<file path="src/rtl/cm148_req_encoder.sv">
// cm148_req_encoder: synchronized falling-edge request capture with fixed-priority or round-robin
// 8-to-3 encoding, one code per valid/ready transfer
module cm148_req_encoder #(
  parameter int SYNC_STAGES = 2,
  parameter bit RR = 1'b0
) (
  input  logic       clk,
  input  logic       rst_n,
  input  logic [7:0] req_n,
  input  logic       en_n,
  input  logic       out_ready,
  output logic [2:0] code,
  output logic       out_valid,
  output logic       gs_n,
  output logic       ovf
);
  typedef enum logic {IDLE, PRESENT} state_t;
  state_t state, state_next;
  logic [SYNC_STAGES-1:0][7:0] sync;
  logic [7:0] sd, fall, pend, pend_next, clr;
  logic [2:0] last, sel, idx;
  logic hs, load;
  always_ff @(posedge clk or negedge rst_n)
    if (!rst_n) begin
      sync <= '1;
      sd <= '1;
    end else begin
      sync <= {sync[SYNC_STAGES-2:0], req_n};
      sd <= sync[SYNC_STAGES-1];
    end
  assign fall = ~sync[SYNC_STAGES-1] & sd;
  assign hs = state == PRESENT && out_ready;
  assign clr = hs ? 8'd1 << code : 8'd0;
  // a new edge on the bit being retired wins over the clear
  assign pend_next = (pend & ~clr) | fall;
  assign load = state == IDLE && !en_n && |pend;
  assign out_valid = state == PRESENT;
  always_comb begin
    state_next = load ? PRESENT : hs ? IDLE : state;
  end
  // later iterations overwrite earlier ones, so i = 0 is the highest-priority candidate
  always_comb begin
    sel = '0;
    idx = '0;
    for (int i = 7; i >= 0; i--) begin
      idx = RR ? 3'(last + 3'(i) + 3'd1) : 3'(7 - i);
      if (pend[idx]) sel = idx;
    end
  end
  always_ff @(posedge clk or negedge rst_n)
    if (!rst_n) begin
      state <= IDLE;
      pend <= '0;
      gs_n <= 1'b1;
      ovf <= 1'b0;
      code <= '0;
      last <= 3'd7;
    end else begin
      state <= state_next;
      pend <= pend_next;
      gs_n <= ~|pend_next;
      ovf <= |(fall & pend & ~clr);
      if (load) code <= sel;
      if (hs) last <= code;
    end
endmodule
</file>
<file path="config.mk">
export PLATFORM = sky130hd
export DESIGN_NAME = cm148_req_encoder
export DESIGN_NICKNAME = d
export VERILOG_FILES = /design/src/rtl/cm148_req_encoder.sv
export SDC_FILE = /design/constraint.sdc
export NUM_CORES = 1
export LEC_CHECK = 0
export CAP_MARGIN = 40
export CORE_MARGIN = 2
export CORE_UTILIZATION = 55
export CTS_BUF_LIST = sky130_fd_sc_hd__clkbuf_8 sky130_fd_sc_hd__clkbuf_16
export DETAILED_ROUTE_END_ITERATION = 16
export PLACE_DENSITY = 0.79
export SYNTH_ARGS = -nofsm -noshare
export SYNTH_HDL_FRONTEND = slang
export SYNTH_SLANG_ARGS = --single-unit
</file>
<file path="constraint.sdc">
create_clock -name clk -period 2.9 [get_ports clk]
set_input_delay 0.87 -clock clk [delete_from_list [all_inputs] [get_ports clk]]
set_output_delay 0.87 -clock clk [all_outputs]
set_load 0.005 [all_outputs]
</file>
; Yosys cells after proc, flatten, opt, wreduce, memory -nomap -nowiden
; Index checks and enable logic that the tools add are counted.
[op_classes]
n_shift = 1
muxes = 10
bitwise = 8
reduce_logical = 9
[op_table]
columns = op, count
row1 = bitwise AND 8 bit, 4
row2 = OR reduction 8 bit, 3
row3 = inverter 8 bit, 2
row4 = 2-to-1 mux 3 bit, 4
row5 = 2-to-1 mux 8 bit, 1
row6 = bitwise OR 8 bit, 1
row7 = << shifter 1 x 3 -> 8 bit (first input constant), 1
row8 = 2-to-1 mux 2 bit, 2
row9 = logical AND 1 bit, 3
row10 = 2-to-1 mux 1 bit, 3
row11 = logical NOT 1 bit, 2
row12 = nonzero test 2 bit, 1
row13 = inverter 1 bit, 1
[word_totals]
regBits = 38
in_bits = 12

; Depth between registers and ports, before layout
; Gate-level depths: netlist of the first run.
[logic_depth]
ltp_word = 7
depth_mapped = 5
ltp_nobuf = 4

; Worst setup path after synthesis of the first run
; No wires, ideal clock.
[synth_path]
path_type = input port to flip-flop
from = input port out_ready
to = register ovf
setup_ns = 0.124
arrival_time_ns = 1.688
slack_ns = 1.088
cell_stages = 4
path_buffers = 0
path_cell_list = nand4b_2 o2111a_1 a221o_1 a211o_1
[synth_between]
elab_chain_len = 5
[synth_rtl]
columns = item, line_no
row1 = "start, declared", 11  ; input logic out_ready,
row2 = logical AND 1 bit, 32  ; assign hs = state == PRESENT && out_ready;
row3 = 2-to-1 mux 8 bit, 33  ; assign clr = hs ? 8'd1 << code : 8'd0;
row4 = inverter 8 bit, 62  ; ovf <= |(fall & pend & ~clr);
row5 = bitwise AND 8 bit, 62
row6 = OR reduction 8 bit, 62
row7 = "end signal, assigned", 62
row8 = "end, declared", 15  ; output logic ovf
; Every way passes these cells.
; A chain may end at the register's enable or synchronous reset.

; Worst setup path in the final report of the first run
[layout_path]
from = register code[0]
to = output port code[0]
[layout_rtl]
columns = item, line_no
row1 = "start, declared", 12  ; output logic [2:0] code,
row2 = "start signal, assigned", 63  ; if (load) code <= sel;
; No word-level cell between the ends.

==> run_results.csv, run 1 <==
group,metric,value,unit
run_status,status,"complete, no violations",
logic_synthesis,synth_common_cells,"dfstp_2, nand2_1, dfrtp_1",
critical_path,r2r_start,"code[0]$_DFFE_PN0P_",
cts,cts_tree,"yes",
critical_path,rrSetupSlack,1300,ps
place,portBuffers,17,
place,dp_cells,160,
cts,postCtsSetupBuffers,0,
critical_path,crit_path_max_fanout,10,
die,die_h,54.93,um
timing,fin_setup_tns,0,ps
worst_hold_path,hp-start,"sync[3]$_DFF_PN1_",
logic_synthesis,syn_nets,125,
logic_synthesis,yosysTopAreaCell,"dfstp_2",
place,place_congestion,0.8560,
cells_and_area,drive_gt1_share,26.81,%
logic_synthesis,synthAdderAreaFrac,0,%
timing,final_max_slew_viol_count,0,
routing,dr_total_vias,976,
cells_and_area,antenna_cells,0,
cts,cts-root-buf,"clkbuf_8",
critical_path,cp_top_family,"buffers and inverters",
logic_synthesis,netlist_instances,113,
logic_synthesis,synthesis.area,1426,um2
critical_path,critical_path_arrival,1390,ps
global_route,overflow,0,
critical_path,critPathRequiredTime,2030,ps
logic_synthesis,synth_top_area_share,46.05,%
critical_path,slowest_delay,560,ps
logic_synthesis,ys_seq_area_share,68.86,%
cts,cts_resized,0,
die,start_util,57.58,%
routing,drtIter0Drc,17,
timing,fin_crit_sh,78.02,%
die,die_x,54.93,um
die,core,2477,um2
timing,worst_pin_slew,439.3,ps
cells_and_area,synthToLayoutAreaGrowth,20.53,%
logic_synthesis,synth_xor_area_share,0,%
die,io_pins,18,
timing,fin_skew,6.489,ps
routing,wl_per_cell,15.23,um
timing,worst_slack,637.5,ps
logic_synthesis,yosysWarnings,0,
cts,h-tree-depth,2,
die,placementRows,18,
timing,slew_headroom,70.71,%
cells_and_area,post-route-util,69.39,%
routing,wirelength,2559,um
timing,fin_crit,2262,ps
global_route,antenna_found_initial,0,
cts,clk_path_buf_depth,2,
global_route,grt_pass1_vias,976,
logic_synthesis,syn_avg_cell_area,12.62,um2
global_route,grt_first_pass_wirelength,4298,um
pwr,p_leak,0.6877,nW
logic_synthesis,yosys.area_share.simple,17.63,%
routing,first_pass_iters,4,
logic_synthesis,synthFlopType,"dfstp_2",
die,die_area,3017,um2
routing,viasPerCell,5.810,
logic_synthesis,synth-edff-count,0,
cells_and_area,regArea,982.2,um2
cts,insertion_delay,290,ps
cts,cts.sinks,38,
critical_path,critPathLaunchType,"register",
worst_hold_path,min_path_type,"reg -> reg",
logic_synthesis,ys_ff_latch,38,
critical_path,path_class,"reg -> out",
critical_path,cp-end-kind,"primary output",
critical_path,worst-path-buf-inv,1,
timing,rsz0062_at_grt,"no",
logic_synthesis,async_flop_share,100.0,%
routing,ant_nets,0,
cts,clk_pin_slew,70,ps
routing,drc_errors,0,
logic_synthesis,synth.most_common_cell,"dfstp_2",
cells_and_area,fin_nets,149,
pwr,p_per_area,644.0,nW/um2
logic_synthesis,muxShareOfSynthArea,0,%
timing,timing.fmax,442.0,MHz
place,dpl_worst_slack,415.6,ps
logic_synthesis,synth_compound_area_share,11.32,%
timing,setup_viol,0,
global_route,gr-usage-all-layers,21.73,%
cells_and_area,stdcell_count,168,
critical_path,crit_slowest_cell,"clkdlybuf4s50_1",
logic_synthesis,yosys-top-cells-area,"dfstp_2, dfrtp_1, nand2_1, nand3b_1, nand2b_1",
cells_and_area,multi_input_area,412.9,um2
cells_and_area,fillers,174,
job,maxCapViolations,0,
cts,numCtsBuffers,5,
pwr,vdd_ir_drop_max,655.8,uV
cts,hold_buffers,0,
critical_path,crit_path_cell_trace,"clkdlybuf4s50_1",
timing,finalHoldViolCount,0,
logic_synthesis,synth_top_family_by_area,"simple AND/OR/NAND/NOR gates",
logic_synthesis,ys_types,29,
critical_path,cp-startpoint,"code[0]$_DFFE_PN0P_",
global_route,grt_max_degree,39,
[state kept, by name (all words and copies together) (netlist names)]
| name | count |
|---|---|
| sd | 8 |
| pend | 8 |
| code | 3 |
| sync | 16 |
| gs_n | 1 |
| ovf | 1 |
| out_valid | 1 |
[through the flow]
step	power, mW	area (um2)	hold slack [ps]
after floorplan	0.7053	1426	345.2
after global placement	0.7717	1637	345.4
after detailed placement	0.7831	1637	347.2
after CTS	1.121	1719	356.9
after global routing	1.174	1719	358.9
final	1.107	1719	351.3
[per-layer routing]
layer / global-route usage (%) / share of wire (%) / vias to the layer above
li1: - / - / 449
met1: 23.05 / 38 / 485
met2: 36.51 / 53 / 34
met3: 8.871 / 6.6 / 8
met4: 12.20 / 2.2 / 0
met5: 0 / 0 / -
[path summary, 6_finish.rpt]
path                            cells past startpoint                  to
worst min register to register                      0  sync[11]$_DFF_PN1_
max in group asynchronous                           2   sync[2]$_DFF_PN1_
min in group asynchronous                           2   pend[1]$_DFF_PN0_
worst min-delay path                                0  sync[11]$_DFF_PN1_
worst max-delay path                                1             code[0]
worst max register to register                      4       ovf$_DFF_PN0_
[final cells by class]
cell class / instances / area share (%)
Multi-Input combinational cell: 67 / 24.02
Clock buffer: 5 / 4.003
Tap cell: 30 / 2.183
Clock inverter: 3 / 0.8006
Timing Repair Buffer: 18 / 10.33
Inverter: 7 / 1.528
Sequential cell: 38 / 57.13
[logic make-up (layout without fill, tap and decap cells)]
family          after synthesis  count (layout)
compound gates               22              22
buf+inv                       8              33
flops                        38              38
simple gates                 45              45
[where the power goes]
group          internal, mW  switching, mW
clock network         0.163          0.171
registers             0.584         0.0508
logic                0.0740         0.0645
[layout by cell type, fill, tap and decap left out, types with 2 or more instances in the layout]
cell | synthesis | layout
dfstp_2 | 25 | 25
clkdlybuf4s50_1 | 0 | 17
nand2_1 | 16 | 16
dfrtp_1 | 13 | 13
inv_1 | 7 | 8
nand2b_1 | 7 | 7
o21ai_0 | 7 | 7
nand3b_1 | 6 | 6
clkbuf_8 | 0 | 5
nand4_1 | 4 | 4
nor4_1 | 3 | 3
nand3_1 | 2 | 2
o21ai_1 | 2 | 2
o2111ai_1 | 2 | 2
nor2_1 | 2 | 2
a21oi_1 | 2 | 2
clkinv_2 | 0 | 2
(Power assumes the default switching activity.)
==> run 2: changes to the inputs <==
--- a/config.mk
+++ b/config.mk
@@ -7,10 +7,10 @@
 export LEC_CHECK = 0
 export CAP_MARGIN = 40
 export CORE_MARGIN = 2
-export CORE_UTILIZATION = 55
+export CORE_UTILIZATION = 48
 export CTS_BUF_LIST = sky130_fd_sc_hd__clkbuf_8 sky130_fd_sc_hd__clkbuf_16
 export DETAILED_ROUTE_END_ITERATION = 16
-export PLACE_DENSITY = 0.79
+export PLACE_DENSITY = 0.73
 export SYNTH_ARGS = -nofsm -noshare
 export SYNTH_HDL_FRONTEND = slang
 export SYNTH_SLANG_ARGS = --single-unit
==> constraint.sdc (replaced) <==
create_clock -name clk -period 2 [get_ports clk]
set_input_delay 0.6 -clock clk [delete_from_list [all_inputs] [get_ports clk]]
set_output_delay 0.6 -clock clk [all_outputs]
set_load 0.005 [all_outputs]
==> run 2 against run 1 <==
Effect of this change: register-to-register slack got worse by 890 ps; hold slack improved by 5.0 ps; first-iteration DRC count up 140%; sequential cell count stayed put; clock power rose by 50%; non-clock buffer count increased by 8; final cell count rose by 5.4%; die area grew 13%; largest power group unchanged; worst setup slack got worse by 570 ps; critical path type unchanged; critical path depth did not move; global-route usage shrank 3.1 points.
==> run_results.csv, run 2 (synthesis results as in run 1) <==
group,metric,value,unit
place,portBuffers,17,
run_status,status,"complete, no violations",
timing,fin_crit,1931,ps
cells_and_area,synthToLayoutAreaGrowth,26.23,%
critical_path,r2r_start,"code[1]$_DFFE_PN0P_",
worst_hold_path,hold_depth,0,
routing,wirelength,2610,um
worst_hold_path,hp-start,"sync[7]$_DFF_PN1_",
die,core,2781,um2
critical_path,crit_path_cell_trace,"clkdlybuf4s50_1",
cells_and_area,reg_top3,"sync: 16 flops, pend: 8 flops, sd: 8 flops",
routing,viasPerCell,5.463,
job,maxCapViolations,0,
routing,dr_total_vias,967,
die,start_util,51.28,%
timing,fin_crit_sh,96.53,%
timing,final_max_slew_viol_count,0,
routing,first_pass_iters,4,
cts,h-tree-depth,2,
timing,slew_headroom,73.08,%
cells_and_area,antenna_cells,0,
worst_hold_path,min_path_type,"reg -> reg",
cts,cts.sinks,38,
worst_hold_path,worst_hold_path.endpoint,"sync[15]$_DFF_PN1_",
cells_and_area,post-route-util,64.73,%
critical_path,rrSetupSlack,410,ps
critical_path,critPathLaunchType,"register",
pwr,p_leak,0.7321,nW
routing,wl_met1,1112,um
routing,drc_errors,0,
cts,insertion_delay,290,ps
routing,dr.max_layer_used,"met4",
place,place_congestion,0.8141,
timing,timing.fmax,518.0,MHz
critical_path,critical_path_arrival,1330,ps
timing,finalHoldViolCount,0,
cells_and_area,fin_nets,157,
critical_path,worst-path-buf-inv,1,
cells_and_area,drive_gt1_share,32.88,%
cts,numCtsBuffers,5,
global_route,grt_pass1_vias,1045,
cells_and_area,layout_common_cells,"dfstp_2, clkdlybuf4s50_1, nand2_1",
timing,rsz0062_at_grt,"no",
cts,cts_tree,"yes",
global_route,grt_max_degree,39,
timing,setup_viol,0,
global_route,overflow,0,
pwr,power,1.663,mW
cells_and_area,largest_register_ffs,16,
cts,cts-root-buf,"clkbuf_8",
cts,clk_path_buf_depth,2,
cts,clk_pin_slew,70,ps
critical_path,slowest_delay,550,ps
critical_path,critPathRequiredTime,1400,ps
global_route,grt_first_pass_wirelength,4595,um
routing,ant_nets,0,
timing,worst_pin_slew,399.5,ps
die,io_pins,18,
critical_path,crit_path_max_fanout,7,
cells_and_area,final_common_cell,"dfstp_2",
global_route,antenna_found_initial,0,
critical_path,cp-end-kind,"primary output",
critical_path,reg2reg_depth,4,
critical_path,crit_slowest_cell,"clkdlybuf4s50_1",
die,die_x,58.51,um
pwr,p_per_area,923.9,nW/um2
die,placementRows,19,
die,die_area,3423,um2
routing,wl_per_cell,14.75,um
cells_and_area,top_register,"sync",
routing,drtIter0Drc,40,
place,place_hpwl,1819,um
critical_path,path_class,"reg -> out",
timing,fin_setup_tns,0,ps
critical_path,cp_top_family,"buffers and inverters",
routing,route.met3.wl,124,um
pwr,vdd_ir_drop_max,782.9,uV
global_route,gr-usage-all-layers,18.64,%
die,die_h,58.51,um
routing,wl_met2,1327,um
critical_path,rr_endpoint,"ovf$_DFF_PN0_",
timing,fin_skew,5.554,ps
timing,holdWs,356.3,ps
-- run 2: changes by cell type in the layout (fill, tap and decap cells not counted) --
| cell | before | now |
|---|---|---|
| buf_12 | 0 | 1 |
| dfrtp_2 | 0 | 3 |
| clkinv_2 | 2 | 1 |
| buf_4 | 1 | 8 |
| dfrtp_1 | 13 | 10 |
| clkinv_4 | 0 | 1 |
-- run 2: metal layers --
| layer | vias up | global-route usage [%] |
|---|---|---|
| li1 | 464 | - |
| met3 | 6 | 7.253 |
| met4 | 0 | 8.638 |
| met2 | 26 | 30.82 |
| met1 | 471 | 21.23 |
| met5 | - | 0 |
-- run 2: power by group --
group | leakage, nW | internal (mW) | switching [mW] | total [mW]
sequential | 0.385 | 0.850 | 0.0772 | 0.928
clock | 0.0493 | 0.240 | 0.261 | 0.501
combinational | 0.298 | 0.136 | 0.0986 | 0.235
-- run 2: worst max-delay path by stage --
stage                        startpoint             end  slack, ps  depth (start not counted)
floorplan                     out_ready   ovf$_DFF_PN0_        460                          4
global placement              out_ready  gs_n$_DFF_PN1_       -200                          6
detailed placement            out_ready  gs_n$_DFF_PN1_       -150                          6
CTS                 code[2]$_DFFE_PN0P_         code[2]         10                          1
global route        code[1]$_DFFE_PN0P_         code[1]          6                          1
finish              code[1]$_DFFE_PN0P_         code[1]         70                          1
-- run 2: layout make-up --
type	count	area (um2)
inverters	7	26.28
well taps	31	38.79
multi-input cells	67	412.9
repair buffers	26	250.2
clock inverters	3	17.52
flip-flops and latches	38	985.9
clock buffers	5	68.82
fillers	225	980.9
-- run 2: timing repair --
item                                    4_1_cts  5_1_grt
hold endpoints to repair                      0        0
hold buffers                                  0        0
gates resized for setup                       1        2
setup buffers                                 0        0
endpoints found under the setup margin        1        2
-- run 2: stage by stage --
| step | cells | instance area [um2] | setup WS, ps |
|---|---|---|---|
| floorplan | 113 | 1426 | 458.5 |
| global placement | 169 | 1710 | -202.9 |
| detailed placement | 169 | 1710 | -154.6 |
| CTS | 177 | 1798 | 10.63 |
| global route | 177 | 1800 | 5.919 |
| finish | 177 | 1800 | 69.39 |
==> run 3: changes to the inputs <==
--- a/config.mk
+++ b/config.mk
@@ -11,6 +11,7 @@
 export CTS_BUF_LIST = sky130_fd_sc_hd__clkbuf_8 sky130_fd_sc_hd__clkbuf_16
 export DETAILED_ROUTE_END_ITERATION = 16
 export PLACE_DENSITY = 0.73
+export SKIP_CTS_REPAIR_TIMING = 1
 export SYNTH_ARGS = -nofsm -noshare
 export SYNTH_HDL_FRONTEND = slang
 export SYNTH_SLANG_ARGS = --single-unit
==> results of run 3 <==
Same layout as run 2: the final DEF is identical, and so are final timing and power.
